**src/rtl/pc_unit.sv**
```systemverilog
// pc_unit: fetch-stage program counter with prioritised redirects, EPC and a
// pending-redirect buffer that holds a redirect raised during a stall.
module pc_unit #(
  parameter int WIDTH = 32,
  parameter logic [WIDTH-1:0] RESET_VECTOR = 32'h0000_3000,
  parameter logic [WIDTH-1:0] EXC_VECTOR = 32'h0000_4180,
  parameter logic [WIDTH-1:0] IMEM_BASE = 32'h0000_3000,
  parameter int IMEM_BYTES = 4096
) (
  input  logic clk,
  input  logic rst_n,
  input  logic i_stall,
  input  logic i_br_taken,
  input  logic [WIDTH-1:0] i_br_target,
  input  logic i_jump,
  input  logic [WIDTH-1:0] i_jump_target,
  input  logic i_exc,
  input  logic [WIDTH-1:0] i_epc_in,
  input  logic i_eret,
  output logic [WIDTH-1:0] o_pc,
  output logic [WIDTH-1:0] o_pc_plus4,
  output logic [WIDTH-1:0] o_epc,
  output logic o_redirect_pending,
  output logic o_fetch_err
);
  localparam logic [WIDTH:0] LIMIT = {1'b0, IMEM_BASE} + (WIDTH+1)'(IMEM_BYTES);
  logic [WIDTH-1:0] r_pc, r_epc, r_pend_tgt, w_live_tgt, w_next_pc;
  logic [1:0] r_pend_code, w_live_code;
  logic w_live_wins;
  // redirect codes rank by priority: 3 eret, 2 jump, 1 branch, 0 none
  assign w_live_code = i_eret ? 2'd3 : i_jump ? 2'd2 : i_br_taken ? 2'd1 : 2'd0;
  assign w_live_tgt = i_eret ? r_epc : i_jump ? i_jump_target : i_br_target;
  assign w_live_wins = (w_live_code != 2'd0) && (w_live_code >= r_pend_code);
  assign w_next_pc = w_live_wins ? w_live_tgt : (r_pend_code != 2'd0) ? r_pend_tgt : o_pc_plus4;
  always_ff @(posedge clk or negedge rst_n) begin
    if (!rst_n) begin
      r_pc <= RESET_VECTOR;
      r_epc <= '0;
      r_pend_code <= 2'd0;
      r_pend_tgt <= '0;
    end else if (i_exc) begin
      r_pc <= EXC_VECTOR;
      r_epc <= {i_epc_in[WIDTH-1:2], 2'b00};
      r_pend_code <= 2'd0;
    end else if (i_stall) begin
      if (w_live_wins) begin
        r_pend_code <= w_live_code;
        r_pend_tgt <= w_live_tgt;
      end
    end else begin
      r_pc <= w_next_pc;
      r_pend_code <= 2'd0;
    end
  end
  assign o_pc = r_pc;
  assign o_pc_plus4 = r_pc + WIDTH'(4);
  assign o_epc = r_epc;
  assign o_redirect_pending = r_pend_code != 2'd0;
  assign o_fetch_err = (r_pc[1:0] != 2'b00) || (r_pc < IMEM_BASE) || ({1'b0, r_pc} >= LIMIT);
endmodule

```
**config.mk**
```make
export PLATFORM = sky130hd
export DESIGN_NAME = pc_unit
export DESIGN_NICKNAME = d
export VERILOG_FILES = /design/src/rtl/pc_unit.sv
export SDC_FILE = /design/constraint.sdc
export NUM_CORES = 1
export LEC_CHECK = 0
export CORE_ASPECT_RATIO = 2
export CORE_MARGIN = 2
export CORE_UTILIZATION = 50
export CTS_CLUSTER_SIZE = 10
export DETAILED_ROUTE_END_ITERATION = 8
export PLACE_DENSITY = 0.94
export SYNTH_ARGS = -nofsm -noshare
export SYNTH_HDL_FRONTEND = slang
export SYNTH_SLANG_ARGS = --single-unit
```
**constraint.sdc**
```tcl
create_clock -name clk -period 3.6 [get_ports clk]
set_input_delay 0.54 -clock clk [delete_from_list [all_inputs] [get_ports clk]]
set_output_delay 0.54 -clock clk [all_outputs]
set_load 0.005 [all_outputs]
```
* Word level (Yosys, flattened, before mapping) *
Cells that the tools add are included.

word-level totals
  bits of input ports = 103
  word-level logic and storage cells = 30
  bits in registers = 96

operators by class
  eq/ne operators = 2
  reductions and logical operators = 7
  $lt $le $gt $ge = 3
  bitwise logic cells = 1
  $add $sub $neg = 1
  mux-type cells = 12

operators by type and width
  operator                                                                  number
  32-bit two-way mux                                                        6
  32-bit by 3-bit adder with 32-bit output (second input constant)          1
  32-bit by 15-bit >= comparator with 1-bit output (second input constant)  1
  32-bit by 14-bit < comparator with 1-bit output (second input constant)   1
  2-bit two-way mux                                                         5
  2-bit nonzero test                                                        3
  3-bit by 1-bit != test with 1-bit output (second input constant)          1
  3-bit AND reduction                                                       1
  2-bit >= comparator                                                       1
  1-bit logical OR                                                          2
  2-bit by 1-bit != test with 1-bit output (second input constant)          1
  1-bit logical AND                                                         1
  1-bit two-way mux                                                         1
  1-bit NOT                                                                 1

* Longest topological paths before layout *
Gate-level depths: netlist (run 1).

  word-level depth = 8
  gate-level depth with buffers = 13
  depth with buffers taken out = 8

* Least setup slack after synthesis (run 1) *
Ideal clock, no wire load.

  kind = input-to-reg
  start point = in i_eret
  end point = reg r_pend_tgt[14]
  path slack = 0.732 ns
  arrival time = 2.743 ns
  stages = 11
  path through = buf_2 > buf_2 > clkbuf_1 > a21oi_1 > ha_1 > nand2b_1 > a21o_1 > clkbuf_1 > nand3_2 > buf_2 > mux2_2

between the ends
  cells in the longest elaborated chain, start to end = 4
  elaborated cells between the ends (all ways) = 6
  classes of those cells = order compare: 1; mux: 2; reduce/logical: 3

RTL lines
  element                                                    line  RTL
  from (decl)                                                19    input logic i_eret,
  2-bit two-way mux                                          31    assign w_live_code = i_eret ? 2'd3 : i_jump ? 2'd2 : i_br_taken ? 2'd1 : 2'd0;
  2-bit >= comparator or 2-bit nonzero test (tied branches)  33    assign w_live_wins = (w_live_code != 2'd0) && (w_live_code >= r_pend_code);
  1-bit logical AND                                          33
  3-bit AND reduction (no line)                              -
  to (signal assigned)                                       48    r_pend_tgt <= w_live_tgt;
  to (decl)                                                  27    logic [WIDTH-1:0] r_pc, r_epc, r_pend_tgt, w_live_tgt, w_next_pc;

Parallel ways exist; a longest one is shown, timed or not.
A chain may end at the register's enable or synchronous reset.

* Final worst setup path (run 1) *
  start point = reg r_pc[13], in the netlist o_pc[13]
  end point = out o_pc_plus4[29]

between the ends
  cells in the longest elaborated chain, start to end = 1

RTL lines
  element                                   line  RTL
  from (decl)                               27
  from (signal assigned)                    51    r_pc <= w_next_pc;
  32-bit by 3-bit adder with 32-bit output  56    assign o_pc_plus4 = r_pc + WIDTH'(4);
  to (decl)                                 21    output logic [WIDTH-1:0] o_pc_plus4,

No other way between the ends.

==> results of run 1 <==
[worst register-to-register path: stages (launching register included)]
cell      delay [ns]
dfrtp_1         0.42
ha_1            0.29
nand2b_1        0.12
a21oi_1         0.16
nor2_1          0.76
o31ai_1         0.17
a221oi_1        0.37
[metrics by stage]
stage          instance area [sq um]  std cells  hold WS, ns
6_report                        8309        970       0.3696
5_1_grt                         8309        970       0.4772
4_1_cts                         8309        970       0.4301
3_5_place_dp                    8004        954       0.4659
3_3_place_gp                    8004        954       0.4559
2_1_floorplan                   5981        647       0.2444
[routing by layer]
| layer | part of all wire (%) | GRT usage [%] |
|---|---|---|
| met5 | 0 | 0 |
| met3 | 7.0 | 5.385 |
| met4 | 7.4 | 21.39 |
| met2 | 52 | 52.38 |
| met1 | 34 | 34.36 |
[final timing paths]
check                                             endpoint  slack [ns]  depth (start not counted)
worst max-delay path                        o_pc_plus4[29]        0.21                          6
worst min-delay path                  o_pc[22]$_DFFE_PN0P_        0.37                          1
worst max register to register         o_pc[2]$_DFFE_PN0P_        1.20                          6
worst min register to register  r_pend_tgt[13]$_DFFE_PN0P_        0.48                          2
max in group asynchronous              o_pc[4]$_DFFE_PN0P_        2.36                          2
min in group clk                r_pend_tgt[13]$_DFFE_PN0P_        0.48                          2
[registers in the layout, indices dropped and copies added, names as in the netlist]
| register | cells |
|---|---|
| o_pc | 32 |
| r_pend_tgt | 32 |
| o_epc | 30 |
| r_pend_code | 2 |
[logic make-up (layout without fill, tap and decap cells)]
family                     after synthesis  in the layout  synth area share, %
other                                    1              2              0.06274
and+or+nand+nor                        212            212                18.21
muxes                                   80             80                14.42
AOI/OAI and AO/OA                      161            161                17.56
adders and majority gates                4              4               0.8374
DFF                                     96             96                40.23
buffers and inverters                   69            247                5.296
xor gates and xnor gates                23             23                3.370
[power groups by stage]
stage / Combinational (W) / Clock, W / Sequential [W]
floorplan: 0.000475 / 0 / 0.00137
global placement: 0.000927 / 0 / 0.00140
detailed placement: 0.000957 / 0 / 0.00141
CTS: 0.000965 / 0.000991 / 0.00139
global route: 0.00105 / 0.00104 / 0.00141
finish: 0.000974 / 0.000982 / 0.00140
[cell usage after synthesis, drive strengths merged (2+ instances only)]
cell type  count  area [sq um]
a211oi         6         45.04
a21o           3         22.52
a21oi         26         130.1
a311o          2         20.02
a31oi          7         43.79
a41oi          7         61.31
and2           2         12.51
and3           5         42.54
and4           5         46.30
buf           29         166.4
clkbuf        23         86.33
dfrtp         94          2352
dfstp          2         52.55
ha             4         50.05
inv           17         63.81
mux2          49         551.8
mux2i         31         310.3
nand2         61         229.0
nand2b         3         18.77
nand3         35         190.2
nand4         12         111.4
nor2          56         215.2
nor2b          2         12.51
nor3          10         55.05
nor4           8         65.06
o211ai         3         22.52
o21ai         57         285.3
o22ai         14         87.58
o31a          11         96.34
o31ai          6         45.04
o41a           2         22.52
or2            3         18.77
or3            7         43.79
xnor2         18         157.7
xor2           5         43.79
[layout make-up]
cell class	instances	area share [%]
Multi-Input combinational cell	482	39.26
Timing Repair Buffer	214	25.18
Clock inverter	6	0.7981
Sequential cell	96	28.94
Tap cell	145	2.183
Clock buffer	10	2.876
Inverter	17	0.7680
==> flow_summary.toml, run 1 <==
[job]
maxCapViolations = 0

[final_layout]
final_nets = 927
fin_util_pct = 71.01
seq_area_sq_mm = 0.002405
multi_input_area_sq_mm = 0.003262
diodes = 0
nFillCells = 844
layout_commonest_cell = "clkdlybuf4s50_1"
final_cell_mix = "clkdlybuf4s50_1, dfrtp_1, nand2_1"
drive_above_1_share_pct = 13.70
area_delta_synth_final_pct = 39.02

[synth]
synth_area_sq_mm = 0.005977
avgSynthCellArea_sq_um = 9.252
synth_top_flop_cell = "dfrtp_1"
ys_seq_elements = 96
synth_warnings = 0
seq_area_frac_synth_pct = 40.23
async_reset_ff_share_pct = 100.0
synth-edff-count = 0
yosysUniqueCellTypes = 69
syn_inst = 646

[cts]
cts_tree = "yes"
cts_hold_buffers = 0
insertion_delay_ns = 0.34
clockBufferDepth = 2
root_buffer = "clkbuf_16"
cts_htree_levels = 3
cts_inserted_buffers = 9
clk_pin_slew_worst_paths_ns = 0.07
postCtsSetupRepairBufs = 0
cts_sinks = 96
cts.repair.resized = 0

[sta]
final_max_slew_viol_count = 0
worstMarginPinSlew_ns = 1.085
finalHoldViolations = 0
skew_ns = 0.01073
worst_slack_ns = 0.2130
setup_viol = 0
setup-tns-final_ns = 0
slew_headroom_pct = 27.69
rsz0062_at_grt = "false"
max_clock_freq_ghz = 0.2952
period_minus_slack_ns = 3.387
fin_crit_sh_pct = 94.08

[global_routing]
grt_pass1_wl_microns = 30420
antenna_found_initial = 0
track_usage_pct = 30.96
grt_pass1_vias = 6004
grt_max_degree = 83
grt_overflow_total = 0

[critical_path]
start_kind = "flip-flop"
crit_chain = "nand3_1, nor3_2, and2_1, nand2_1, xnor2_1, clkdlybuf4s50_1"
crit_buf_inv = 1
crit_path_max_fanout = 7
path_class = "reg2out"
worst_ep_arrival_time_ns = 2.85
r2r_start = "r_pend_code[0]$_DFFE_PN0P_"
slowest_delay_ns = 0.62
cp-startpoint = "o_pc[13]$_DFFE_PN1P_"
crit_family = "simple AND/OR/NAND/NOR gates"
required_ns = 3.06
endpoint_kind = "output pin"
cp_slowest_cell = "dfstp_2"

[power_and_ir_drop]
internal_power_w = 0.002327
p_leak_nw = 3.416
total_power_w = 0.003351
p_seq_share_pct = 41.7
power_density_mw_per_mm2 = 403.3
swShare_pct = 30.57
irDropWorstVdd_mv = 0.3197
switchingPower_w = 0.001025
p_clk_share_pct = 29.3
pwr-share-comb_pct = 29.0

[floorplan]
die_w_microns = 81.31
die_h_microns = 158.6
start_util_pct = 51.08
boundaryPins = 201
die-area_sq_mm = 0.01290
core-area_sq_mm = 0.01170
rows = 56

[place]
dpl.hpwl_microns = 14720
gp_congestion = 0.9584
portBuffers = 196
pre_cts_slack_ns = 0.5600

[worst_hold_path]
hp-class = "in2async"

[detailed_routing]
via_per_inst = 6.234
routed_wirelength_microns = 19660
drt_iter0_markers = 767
drtAntennaViolNets = 0
vias = 6047
drc_errors = 0
dr.pass1.iters = 5
avgRoutedWirePerCell_microns = 20.26

[outcome]
status = "complete, no violations"
Power figures use the tool's default switching activity.
==> inputs of run 2 (changes only) <==
Settings changed: SKIP_LAST_GASP from default to 1.
==> results of run 2 <==
Same layout as run 1: the final DEF is identical, and so are final timing and power.
